==> src/rtl/uart_pkg.sv <==
// Shared UART timing types and the divisor derivation used by the baud generator.
package uart_pkg;
  localparam int unsigned DIV_W   = 16;
  localparam int unsigned FRAC_W  = 8;
  localparam int unsigned OVS_DEF = 16;

  typedef struct packed {
    logic [DIV_W-1:0]  i;
    logic [FRAC_W-1:0] f;
  } div_t;

  // Fixed-point clocks per oversample period: (clkr << FRAC_W) / (br * ovs).
  function automatic longint unsigned calc_div(input longint unsigned clkr,
                                               input longint unsigned br,
                                               input longint unsigned ovs);
    return (clkr << FRAC_W) / (br * ovs);
  endfunction
endpackage

==> src/rtl/frac_divider.sv <==
// Fractional period counter: periods of I or I+1 clocks, averaging I+F/2^FRAC_W.
module frac_divider #(
  parameter int unsigned       DIV_W   = 16,
  parameter int unsigned       FRAC_W  = 8,
  parameter logic [DIV_W-1:0]  RST_CNT = '0
) (
  input  logic              clk,
  input  logic              reset,
  input  logic              enable,
  input  logic              sync,
  input  logic              load,
  input  logic [DIV_W-1:0]  div_i,
  input  logic [FRAC_W-1:0] div_f,
  output logic              tick_ev,
  output logic              os_tick
);
  logic [DIV_W-1:0]  cnt, i_eff;
  logic [FRAC_W-1:0] acc, acc_sum;
  logic              carry;

  assign i_eff            = (div_i == '0) ? DIV_W'(1) : div_i;
  assign {carry, acc_sum} = {1'b0, acc} + {1'b0, div_f};
  assign tick_ev          = enable && !sync && (cnt == '0);

  always_ff @(posedge clk or negedge reset) begin
    if (!reset) begin
      cnt     <= RST_CNT;
      acc     <= '0;
      os_tick <= 1'b0;
    end else if (!enable) begin
      cnt     <= i_eff - DIV_W'(1);
      acc     <= '0;
      os_tick <= 1'b0;
    end else if (sync) begin
      // The sync cycle itself is the first cycle of the restarted period.
      cnt     <= (i_eff == DIV_W'(1)) ? '0 : i_eff - DIV_W'(2);
      acc     <= '0;
      os_tick <= 1'b0;
    end else if (cnt == '0) begin
      os_tick <= 1'b1;
      if (load) begin
        cnt <= i_eff - DIV_W'(1);
      end else begin
        cnt <= i_eff - DIV_W'(1) + {{(DIV_W-1){1'b0}}, carry};
        acc <= acc_sum;
      end
    end else begin
      cnt     <= cnt - DIV_W'(1);
      os_tick <= 1'b0;
    end
  end
endmodule

==> src/rtl/baud_tick_gen.sv <==
// Programmable UART baud generator: oversample, bit, mid-bit strobes and a square baud clock.
module baud_tick_gen
  import uart_pkg::calc_div;
  import uart_pkg::OVS_DEF;
#(
  parameter longint unsigned CLKR    = 50000000,
  parameter longint unsigned BR      = 115200,
  parameter int unsigned     OVS     = OVS_DEF,
  parameter int unsigned     DIV_W   = uart_pkg::DIV_W,
  parameter int unsigned     FRAC_W  = uart_pkg::FRAC_W,
  parameter longint unsigned DEF_DIV = calc_div(CLKR, BR, OVS)
) (
  input  logic                    clk,
  input  logic                    reset,
  input  logic                    enable,
  input  logic                    sync,
  input  logic [DIV_W+FRAC_W-1:0] cfg_div,
  input  logic                    cfg_valid,
  output logic                    cfg_ready,
  output logic                    os_tick,
  output logic                    baud_tick,
  output logic                    mid_tick,
  output logic                    baud_clock
);
  localparam int unsigned       W     = DIV_W + FRAC_W;
  localparam logic [W-1:0]      DEF   = W'(DEF_DIV);
  localparam logic [DIV_W-1:0]  DEF_I = DEF[W-1:FRAC_W];
  localparam int unsigned       IDX_W = $clog2(OVS);
  localparam logic [IDX_W-1:0]  LAST  = IDX_W'(OVS - 1);
  localparam logic [IDX_W-1:0]  MID   = IDX_W'(OVS/2 - 1);

  if (BR == 0 || CLKR == 0) begin : g_bad_rate
    $fatal(1, "baud_tick_gen: CLKR and BR must be non-zero");
  end
  if (OVS < 4 || OVS > 64 || (OVS & (OVS - 1)) != 0) begin : g_bad_ovs
    $fatal(1, "baud_tick_gen: OVS must be a power of two in 4..64");
  end
  if (DEF_I == '0) begin : g_bad_div
    $fatal(1, "baud_tick_gen: default divisor integer part is zero");
  end

  logic [W-1:0]     div_q, div_nxt;
  logic [IDX_W-1:0] os_idx;
  logic             accept, tick_ev;

  // Enabled loads wait for a period boundary so no period mixes two divisors;
  // the ready pulse blocks a second accept of the same request.
  assign accept  = cfg_valid && !cfg_ready && (!enable || sync || tick_ev);
  assign div_nxt = accept ? cfg_div : div_q;

  frac_divider #(
    .DIV_W  (DIV_W),
    .FRAC_W (FRAC_W),
    .RST_CNT(DEF_I - DIV_W'(1))
  ) u_div (
    .clk    (clk),
    .reset  (reset),
    .enable (enable),
    .sync   (sync),
    .load   (accept),
    .div_i  (div_nxt[W-1:FRAC_W]),
    .div_f  (div_nxt[FRAC_W-1:0]),
    .tick_ev(tick_ev),
    .os_tick(os_tick)
  );

  always_ff @(posedge clk or negedge reset) begin
    if (!reset) begin
      div_q      <= DEF;
      cfg_ready  <= 1'b0;
      os_idx     <= '0;
      baud_tick  <= 1'b0;
      mid_tick   <= 1'b0;
      baud_clock <= 1'b0;
    end else begin
      cfg_ready <= accept;
      if (accept) div_q <= cfg_div;
      if (tick_ev) begin
        os_idx    <= os_idx + IDX_W'(1);
        baud_tick <= (os_idx == LAST);
        mid_tick  <= (os_idx == MID);
        if (os_idx == LAST) baud_clock <= ~baud_clock;
      end else begin
        baud_tick <= 1'b0;
        mid_tick  <= 1'b0;
        if (!enable || sync) os_idx <= '0;
      end
    end
  end
endmodule

==> config.mk <==
export PLATFORM = sky130hd
export DESIGN_NAME = baud_tick_gen
export DESIGN_NICKNAME = d
export VERILOG_FILES = /design/src/rtl/uart_pkg.sv /design/src/rtl/frac_divider.sv /design/src/rtl/baud_tick_gen.sv
export SDC_FILE = /design/constraint.sdc
export NUM_CORES = 1
export LEC_CHECK = 0
export ABC_AREA = 1
export CORE_UTILIZATION = 54
export DETAILED_ROUTE_END_ITERATION = 8
export DONT_BUFFER_PORTS = 1
export HOLD_SLACK_MARGIN = 0.06
export PLACE_DENSITY = 0.8
export SLEW_MARGIN = 40
export SYNTH_ARGS = -nofsm -noshare
export SYNTH_HDL_FRONTEND = slang
export SYNTH_SLANG_ARGS = --single-unit
==> constraint.sdc <==
create_clock -name clk -period 5.3 [get_ports clk]
set_input_delay 0.795 -clock clk [delete_from_list [all_inputs] [get_ports clk]]
set_output_delay 0.795 -clock clk [all_outputs]
set_load 0.05 [all_outputs]
After elaboration in Yosys (flattened, before gate mapping)
Cells that the tools add are included.

Add/subtract/negate cells: 6. Equal/unequal tests: 5. Reduce and logical (&&, ||, !) cells: 14. Bitwise gates (word level): 1. Muxes and demuxes: 18.

Operators with widths (count): 16-bit two-way mux (6); 16-bit zero test (2); 8-bit two-way mux (4); 16-bit by 1-bit subtractor with 16-bit output (second input constant) (2); 24-bit two-way mux (1); 16-bit by 1-bit adder with 16-bit output (1); 16-bit by 1-bit equality test with 1-bit output (second input constant) (1); 16-bit by 2-bit subtractor with 16-bit output (second input constant) (1); 8-bit by 8-bit adder with 9-bit output (1); 4-bit two-way mux (2); 1-bit two-way mux (5); 4-bit by 1-bit adder with 4-bit output (second input constant) (1); 4-bit by 3-bit equality test with 1-bit output (second input constant) (1); 4-bit equality test (second input constant) (1); 1-bit logical AND (4); 2-bit AND reduction (2); 1-bit zero test (3); 3-bit by 1-bit != test with 1-bit output (second input constant) (1); 3-bit != test (second input constant) (1); 1-bit logical OR (2); 2-bit nonzero test (1); 1-bit NOT (1).

Logic and storage cells: 53. Register bits: 57.

Longest topological paths before layout
Gate-level depths: netlist (run 1).

Word-level depth: 14. Gate-level depth with buffers: 34.

Cells and area by module
From an unflattened synthesis (run 1), not the netlist that was laid out.

Cell total of the unflattened synthesis: 603. Area total of the unflattened synthesis: 4448.0 um^2.

Modules (own cells, without submodules): frac_divider (times used 1, seq. area each 629.4 um^2, area an instance 3106.7 um^2, cells an instance 456); baud_tick_gen (times used 1, seq. area each 807.0 um^2, area an instance 1341.3 um^2, cells an instance 147).

Least setup slack after synthesis (run 1)
OpenSTA, ideal clock, no wires.

Kind: input to register. From: in cfg_valid. To: reg u_div.cnt[8]. Buffers on the path: 1. Data arrival time: 4.022 ns. Data required time: 5.183 ns. Setup time: 0.117 ns. Cell stages on the path: 30. Path slack: 1.161 ns. Cell sequence: inv_1 -> nor2_2 -> nand2_4 -> inv_2 -> buf_1 -> nand2_1 -> nand2_1 -> ha_1 -> fa_1 -> a21oi_1 -> o21bai_1 -> a21oi_1 -> nor2_1 -> nor2_1 -> nor2_1 -> o21ai_0 -> nand2_1 -> ha_1 -> ha_1 -> inv_1 -> nor2_1 -> nand4_2 -> nor2_2 -> nand2_1 -> o21ai_1 -> nand3_1 -> nand3_1 -> nand2_1 -> nand2_1 -> nand2_1.

Elaborated cells on any way between the ends: 15.

RTL lines: start: declaration (line baud_tick_gen.sv:18) `input logic cfg_valid,`; 1-bit logical AND (2 in a row) (line baud_tick_gen.sv:48) `assign accept = cfg_valid && !cfg_ready && (!enable || sync || tick_ev);`; net accept (line baud_tick_gen.sv:44) `logic accept, tick_ev;`; 24-bit two-way mux; net div_nxt[0] (line baud_tick_gen.sv:42) `logic [W-1:0] div_q, div_nxt;`; 8-bit by 8-bit adder with 9-bit output (line frac_divider.sv:22) `assign {carry, acc_sum} = {1'b0, acc} + {1'b0, div_f};`; 16-bit by 1-bit adder with 16-bit output (line frac_divider.sv:44) `cnt <= i_eff - DIV_W'(1) + {{(DIV_W-1){1'b0}}, carry};`; 16-bit two-way mux (line frac_divider.sv:41) `if (load) begin`; 16-bit two-way mux (line frac_divider.sv:39) `end else if (cnt == '0) begin`; 16-bit two-way mux (line frac_divider.sv:34) `end else if (sync) begin`; 16-bit two-way mux (line frac_divider.sv:30) `end else if (!enable) begin`; end signal: assignment (line frac_divider.sv:31) `cnt <= i_eff - DIV_W'(1);`; end signal: assignment (line frac_divider.sv:36) `cnt <= (i_eff == DIV_W'(1)) ? '0 : i_eff - DIV_W'(2);`; end signal: assignment (line frac_divider.sv:42) `cnt <= i_eff - DIV_W'(1);`; end: declaration (line frac_divider.sv:17) `logic [DIV_W-1:0] cnt, i_eff;`.

The timed path passes the listed nets, and every way through them passes these cells. A chain may end at the register's enable or synchronous reset.

Worst setup path after layout (run 1)
From: reg u_div.cnt[1]. To: reg u_div.cnt[12].

Elaborated cells on any way between the ends: 18.

RTL lines: 16-bit zero test (line frac_divider.sv:23) `assign tick_ev = enable && !sync && (cnt == '0);`; 1-bit logical AND (line frac_divider.sv:23); 1-bit logical OR (line baud_tick_gen.sv:48); 1-bit logical AND (line baud_tick_gen.sv:48); 24-bit two-way mux; net div_nxt[0] (line baud_tick_gen.sv:42); 8-bit by 8-bit adder with 9-bit output (line frac_divider.sv:22); 16-bit by 1-bit adder with 16-bit output (line frac_divider.sv:44); 16-bit two-way mux (line frac_divider.sv:41); 16-bit two-way mux (line frac_divider.sv:39); 16-bit two-way mux (line frac_divider.sv:34); 16-bit two-way mux (line frac_divider.sv:30).

The timed path passes the listed nets, and every way through them passes these cells.

==> flow_summary.rst, run 1 <==
.. list-table::
   :header-rows: 1

   * - Metric
     - Value
   * - Max Freq
     - approximately 0.22 GHz
   * - Maximum buffer depth of the clock tree
     - 2
   * - Hold Violations, Final
     - 0
   * - Count of instances resized after the clock tree is built
     - 0
   * - Worst EP arrival
     - 4.83 ns
   * - Yosys top cell area share
     - 27.9%
   * - Tightest Pin Transition
     - slightly above 0.6 ns
   * - Largest net degree at the start of global routing
     - a little under 60
   * - Die height
     - 92.1 microns
   * - Maximum cell stage delay along the critical path
     - 0.53 ns
   * - Number of nets still failing antenna checks after routing
     - 0
   * - Detailed placement HPWL
     - 7990 microns
   * - Number of non-filler instances in the completed layout
     - 697
   * - Combinational Power Share
     - around a third
   * - Worst Setup End Kind
     - flop
   * - H-tree lvl count
     - 3
   * - Clk Latency, worst-skew pair
     - 0.35 ns
   * - Worst VDD drop
     - 252 uV
   * - Internal power summed over all cells
     - a little under 0.9 mW
   * - Clock share of power
     - 28.2%
   * - Count of placed standard cells including taps
     - 681
   * - Routed WL
     - roughly 11,000 microns
   * - Setup repair after global routing missed its margin
     - no
   * - Area of the mapped netlist
     - roughly 0.0044 sq mm
   * - Number of hold buffers added after CTS
     - 0
   * - Clock tree from TritonCTS
     - yes
   * - Clock Sink Count
     - 57
   * - Std cell rows
     - 32
   * - Leakage
     - approximately 2.2 nW
   * - Start point of the critical path
     - u_div.cnt[1]
   * - Critical-path maximum fanout
     - 17
   * - Antenna violations before repair
     - 0
   * - Total routing resource utilization after global routing
     - 26.3%
   * - Area inside the core boundary
     - 0.00781 sq mm
   * - Final Core Density
     - 59.7%
   * - Tmin final
     - around 4.6 ns
   * - Total power per unit cell area
     - a little over 300 mW/mm^2
   * - Count of warnings emitted by yosys
     - 0
   * - Cell taking the most area after synthesis
     - sky130_fd_sc_hd__dfrtp_1
   * - Primary FF master, synth
     - sky130_fd_sc_hd__dfrtp_1
   * - Total gr overflow
     - 0
   * - Part of the Yosys area used for sequential elements
     - 32.7%
   * - Result of the run
     - finished, final reports clean
   * - Residual DRC
     - 0
   * - Worst Hold Margin
     - 0.139 ns
   * - Detailed Routing Iterations Pass 1
     - 5
   * - Via count of the first global-routing pass
     - 3,728
   * - Biggest area contributors in the synthesized netlist
     - sky130_fd_sc_hd__dfrtp_1 (28%), sky130_fd_sc_hd__nand2_1 (11%), sky130_fd_sc_hd__inv_1 (6.1%)
   * - Clock tree root driver cell
     - sky130_fd_sc_hd__clkbuf_8
   * - Number of distinct library cell variants in the gate-level netlist after synthesis
     - 45
   * - Cell at the slowest stage of the critical path
     - sky130_fd_sc_hd__dfstp_2
   * - CP Class
     - reg -> reg
   * - Sum Neg Setup Slack
     - 0 ns
   * - Ratio of cells with drive above 1 in the final layout
     - 17.6%
   * - Growth of design area from synthesis to finish
     - 6.30%
   * - Initial core utilization
     - 56.2%
   * - Clock buffer count from CTS
     - 9
   * - Per-instance average area after synthesis
     - 7.49 sq um
   * - Share of flip-flops with an asynchronous set or reset
     - 100%
   * - Post-DR wirelength/cell
     - 15.1 microns
   * - Sw power
     - 0.550 mW
   * - Number of DRC markers after the initial detailed-route iteration
     - 330
   * - Layout net count
     - between 600 and 700
   * - Cell mode on critical path
     - sky130_fd_sc_hd__nor2_1
   * - Origin of the critical flop-to-flop path
     - u_div.cnt[1]
   * - Data required time of the critical path
     - 5.52 ns
   * - Antenna diode count
     - 0
   * - Global-route wire length before repair
     - 17,500 microns
   * - Power after layout
     - roughly 1.4 mW
   * - Top-level I/O count
     - 34
   * - Synthesized instance count
     - approximately 590
   * - I/O Buffers
     - 0
   * - Most frequent cells after synthesis
     - sky130_fd_sc_hd__nand2_1 (125), sky130_fd_sc_hd__inv_1 (71), sky130_fd_sc_hd__nor2_1 (56)
   * - Clock Pin Slew Worst Setup and Hold Paths
     - 0.07 ns
   * - Count leader, synth
     - sky130_fd_sc_hd__nand2_1
   * - Synthesized flop and latch total
     - 57
   * - Post-CTS Setup Inserts
     - 0
   * - Final setup violation count
     - 0
   * - Vias after detailed routing
     - 3,864
   * - Critical path startpoint category
     - flop
   * - Global placement routability congestion
     - 0.965
   * - Vias per std cell
     - 5.54
   * - Die Width
     - 92.1 microns
   * - Switching share of total power
     - 38.8%
   * - Fraction of the cycle the final worst path needs
     - 86.9%
   * - Number of flops mapped to enable cells by yosys
     - 0
   * - Max-Cap Viols
     - 0
   * - Net count after synthesis
     - 632
   * - Max-slew violation total from the final report
     - 0
   * - Portion of total power attributed to sequential cells
     - 38.2%
   * - Worst slew margin relative to its limit
     - approximately three fifths
   * - Worst min-delay path class
     - in -> async
   * - Die Outline Area
     - 0.00849 sq mm
   * - Layout Skew
     - 0.0107 ns
==> cell usage in the layout (no fill, tap or decap), types with 4 or more instances in the layout <==
| cell type | netlist | final |
|---|---|---|
| sky130_fd_sc_hd__a21oi_1 | 18 | 18 |
| sky130_fd_sc_hd__a31oi_1 | 5 | 5 |
| sky130_fd_sc_hd__buf_4 | 0 | 5 |
| sky130_fd_sc_hd__clkbuf_8 | 0 | 9 |
| sky130_fd_sc_hd__dfrtp_1 | 49 | 49 |
| sky130_fd_sc_hd__dfstp_2 | 8 | 8 |
| sky130_fd_sc_hd__ha_1 | 16 | 16 |
| sky130_fd_sc_hd__inv_1 | 71 | 71 |
| sky130_fd_sc_hd__inv_2 | 8 | 8 |
| sky130_fd_sc_hd__nand2_1 | 125 | 125 |
| sky130_fd_sc_hd__nand2_2 | 21 | 21 |
| sky130_fd_sc_hd__nand2_4 | 13 | 13 |
| sky130_fd_sc_hd__nand3_1 | 44 | 44 |
| sky130_fd_sc_hd__nand4_1 | 12 | 12 |
| sky130_fd_sc_hd__nor2_1 | 56 | 56 |
| sky130_fd_sc_hd__nor2_2 | 12 | 12 |
| sky130_fd_sc_hd__nor2_4 | 6 | 6 |
| sky130_fd_sc_hd__nor3_1 | 14 | 14 |
| sky130_fd_sc_hd__nor3_2 | 4 | 4 |
| sky130_fd_sc_hd__o21ai_0 | 22 | 22 |
| sky130_fd_sc_hd__o221ai_1 | 6 | 6 |
| sky130_fd_sc_hd__o22ai_1 | 6 | 6 |
| sky130_fd_sc_hd__xnor2_1 | 6 | 6 |
| sky130_fd_sc_hd__xor2_1 | 26 | 26 |
==> cell families (layout without fill, tap and decap cells) <==
logic type	count (synthesis)	in the layout	share of synthesized area, %
multiplexers	1	1	0.228
buffers and inverters	91	100	8.50
flip-flops	57	57	32.7
adder cells (fa/ha/maj)	17	17	5.02
XOR/XNOR	33	33	6.76
AND/OR/NAND/NOR	318	318	37.4
AO/OA/AOI/OAI	69	69	9.38
==> worst max-delay path: cells and delay by family, from the launching register on <==
family          cells  cell delay, ns
flops               1            0.53
buf+inv             3            0.24
compound gates      4            0.55
simple gates       20            1.92
fa+ha+maj           5            1.22
==> per-layer routing <==
layer	vias to the layer above	global-route usage (%)	routed length, microns
li1	1907	-	-
met1	1793	35.5	4730
met2	144	42.6	4900
met3	20	3.98	680
met4	0	10.3	235
met5	-	0	0
==> through the flow <==
step | worst slack [ns] | instance area [sq um]
finish | 0.693 | 4660
detailed placement | 0.597 | 4480
global route | 0.291 | 4660
global placement | 0.827 | 4480
floorplan | 1.16 | 4390
CTS | 0.697 | 4660
==> path summary, 6_finish.rpt <==
path	to	slack (ns)	depth (start not counted)
setup / recovery	u_div.cnt[12]	0.69	32
hold / removal	div_q[20]	0.14	0
setup reg to reg	u_div.cnt[12]	0.69	32
hold reg to reg	div_q[5]	0.49	2
max in group asynchronous	u_div.cnt[4]	4.94	0
min in group clk	div_q[5]	0.49	2
==> power groups by stage <==
stage	registers (mW)	clock network, mW	logic (mW)
floorplan	0.541	0	0.378
global placement	0.547	0	0.456
detailed placement	0.549	0	0.463
CTS	0.541	0.403	0.468
global route	0.547	0.416	0.526
finish	0.541	0.400	0.477
==> layout make-up <==
class	instances	area, sq um
Fill cell	678	3140
Multi-Input combinational cell	438	2580
Sequential cell	57	1440
Inverter	79	297
Clock buffer	10	128
Tap cell	102	128
Clock inverter	6	60.1
Timing Repair Buffer	5	37.5
==> flip-flops by register name, summed over array words and instances, names as in the netlist <==
register	flops
baud_tick	1
baud_clock	1
mid_tick	1
os_idx	4
u_div.cnt	16
u_div.os_tick	1
div_q	24
u_div.acc	8
cfg_ready	1
Power figures use the tool's default switching activity.
==> run 2, diff against run 1 <==
CORE_MARGIN = 5   (was default)
TNS_END_PERCENT = 100   (was default)
==> run 2 against run 1 <==
Compared with the run above:
- non-clock buffer count unchanged
- sequential power about the same
- register-to-register slack about the same
- clock-buffer cell count unchanged
- first-iteration DRC count increased by 17%
- total power decreased by 0.47%
- hold slack got worse by 0.0018 ns
==> flow_summary.rst, run 2 (same netlist as run 1, synthesis figures left out) <==
.. list-table::
   :header-rows: 1

   * - Metric
     - Value
   * - Result of the run
     - finished, final reports clean
   * - Least setup slack across all paths after layout
     - 0.693 ns (-0.000513 ns)
   * - Power after layout
     - 1.41 mW (-0.47%)
   * - Post-DR wirelength/cell
     - 15.0 microns (-1.2%)
   * - Layout net count
     - 636 (unchanged)
   * - Final Core Density
     - 59.7% (unchanged)
   * - Maximum buffer depth of the clock tree
     - 2 (unchanged)
   * - Clk Latency, worst-skew pair
     - 0.35 ns (about the same)
   * - Most frequent standard cell in the layout excluding fill and tap cells
     - sky130_fd_sc_hd__nand2_1
   * - Max-slew violation total from the final report
     - 0 (unchanged)
   * - Vias after detailed routing
     - 3,842 (-0.57%)
   * - Die Outline Area
     - 0.0100 sq mm (+18%)
   * - Ratio of cells with drive above 1 in the final layout
     - 17.6% (unchanged)
   * - Critical-path maximum fanout
     - 17 (unchanged)
   * - Clock tree from TritonCTS
     - yes
   * - Antenna violations before repair
     - 0 (unchanged)
   * - CP top delay family
     - simple AND/OR/NAND/NOR gates
   * - Top Registers
     - div_q x24, u_div.cnt x16, u_div.acc x8
   * - Antenna diode count
     - 0 (unchanged)
   * - Via count of the first global-routing pass
     - 3,736 (+0.21%)
   * - Layout Skew
     - 0.0123 ns (+0.00163 ns)
   * - Clock tree root driver cell
     - sky130_fd_sc_hd__clkbuf_8
   * - Number of DRC markers after the initial detailed-route iteration
     - 385 (+17%)
   * - Data required time of the critical path
     - 5.53 ns (about the same)
   * - Clock Pin Slew Worst Setup and Hold Paths
     - 0.07 ns (about the same)
   * - Number of hold buffers added after CTS
     - 0 (unchanged)
   * - Largest register FFs
     - 24 (unchanged)
   * - Layout fillers
     - 683 (+0.74%)
   * - Leakage
     - 2.25 nW (unchanged)
   * - I/O Buffers
     - 0 (unchanged)
   * - Die height
     - 100 microns (+8.7%)
   * - Logic depth of the worst setup path including buffers
     - 33 (+3.1%)
   * - Hold Violations, Final
     - 0 (unchanged)
   * - Number of nets still failing antenna checks after routing
     - 0 (unchanged)
   * - R2R setup slack
     - 0.69 ns (about the same)
   * - Setup repair after global routing missed its margin
     - no
   * - Routed WL
     - 10,400 microns (-1.2%)
   * - Worst slew margin relative to its limit
     - 55.1% (-4.1 points)
   * - Post-CTS Setup Inserts
     - 0 (unchanged)
   * - Cell at the slowest stage of the critical path
     - sky130_fd_sc_hd__dfrtp_1
   * - Tmin final
     - 4.61 ns (+0.000513 ns)
   * - Largest net degree at the start of global routing
     - 58 (unchanged)
   * - Initial core utilization
     - 56.2% (unchanged)
   * - Detailed placement HPWL
     - 8030 microns (+0.42%)
   * - Worst VDD drop
     - 223 uV (-11%)
   * - Sum Neg Setup Slack
     - 0 ns (unchanged)
   * - Total power per unit cell area
     - 303 mW/mm^2 (-0.47%)
   * - Number of buffer and inverter stages on the critical path
     - 3 (unchanged)
   * - Vias per std cell
     - 5.51 (-0.57%)
   * - Worst EP arrival
     - 4.84 ns (about the same)
   * - Tightest Pin Transition
     - 0.669 ns (+0.0618 ns)
   * - Global placement routability congestion
     - 0.998 (+3.4%)
   * - Critical path startpoint category
     - flop
   * - Total gr overflow
     - 0 (unchanged)
   * - Area inside the core boundary
     - 0.00781 sq mm (unchanged)
   * - Max Freq
     - 0.217 GHz (about the same)
   * - CP Class
     - reg -> reg
   * - Final setup violation count
     - 0 (unchanged)
   * - Std cell rows
     - 32 (unchanged)
   * - Clock buffer count from CTS
     - 9 (unchanged)
   * - Total routing resource utilization after global routing
     - 22.1% (-4.3 points)
   * - Depth of the most critical reg-to-reg path
     - 33 (+3.1%)
   * - Commonest cells after routing, fill and taps aside
     - sky130_fd_sc_hd__nand2_1 (125), sky130_fd_sc_hd__inv_1 (71), sky130_fd_sc_hd__nor2_1 (56)
   * - Cell mode on critical path
     - sky130_fd_sc_hd__nand2_1
   * - Detailed Routing Iterations Pass 1
     - 5 (unchanged)
   * - Global-route wire length before repair
     - 17,900 microns (+2.3%)
   * - Die Width
     - 100 microns (+8.7%)
   * - Count of instances resized after the clock tree is built
     - 0 (unchanged)
   * - Register with the most flip-flops
     - div_q
   * - Max-Cap Viols
     - 0 (unchanged)
   * - Maximum cell stage delay along the critical path
     - 0.38 ns (-0.15 ns)
   * - Clock Sink Count
     - 57 (unchanged)
   * - H-tree lvl count
     - 3 (unchanged)
   * - Growth of design area from synthesis to finish
     - 6.30% (unchanged)
   * - Setup WS pre-CTS
     - 0.607 ns (+0.0101 ns)
   * - Worst Setup End Kind
     - flop
   * - Fraction of the cycle the final worst path needs
     - 86.9% (about the same)
   * - Worst min-delay path class
     - in -> async
   * - Residual DRC
     - 0 (unchanged)
   * - Top-level I/O count
     - 34 (unchanged)
==> run 2: cell type report <==
class                   count  area [sq um]  share of cell area [%]
well taps                 102           128                    2.74
clock inverters             6          60.1                    1.29
flip-flops and latches     57          1440                    30.8
multi-input cells         438          2580                    55.3
clock buffers              10           128                    2.74
inverters                  79           297                    6.36
repair buffers              5          37.5                   0.805
==> run 2: metrics by stage <==
step           cell area [sq um]  hold slack (ns)  cells
2_1_floorplan               4390            0.450    586
3_3_place_gp                4480            0.468    681
3_5_place_dp                4480            0.470    681
4_1_cts                     4660            0.124    697
5_1_grt                     4660            0.118    697
6_report                    4660            0.138    697
==> run 2: path summary, 6_finish.rpt <==
check	start	end
setup / recovery	u_div.cnt[0]	u_div.cnt[8]
hold / removal	reset	div_q[16]
setup reg to reg	u_div.cnt[0]	u_div.cnt[8]
hold reg to reg	os_idx[3]	mid_tick
max in group asynchronous	reset	u_div.cnt[4]
min in group clk	os_idx[3]	mid_tick
==> run 2: power breakdown <==
part	internal, mW	switching (mW)	total, mW
Clock	0.214	0.183	0.397
Sequential	0.501	0.0406	0.541
Combinational	0.154	0.320	0.473
Total	0.869	0.543	1.41
==> run 2: metal layers <==
layer  track usage, %  part of all wire, %
met1             30.7                   45
met2             33.9                   47
met3             5.07                  5.8
met4             7.56                  2.1
met5                0                    0
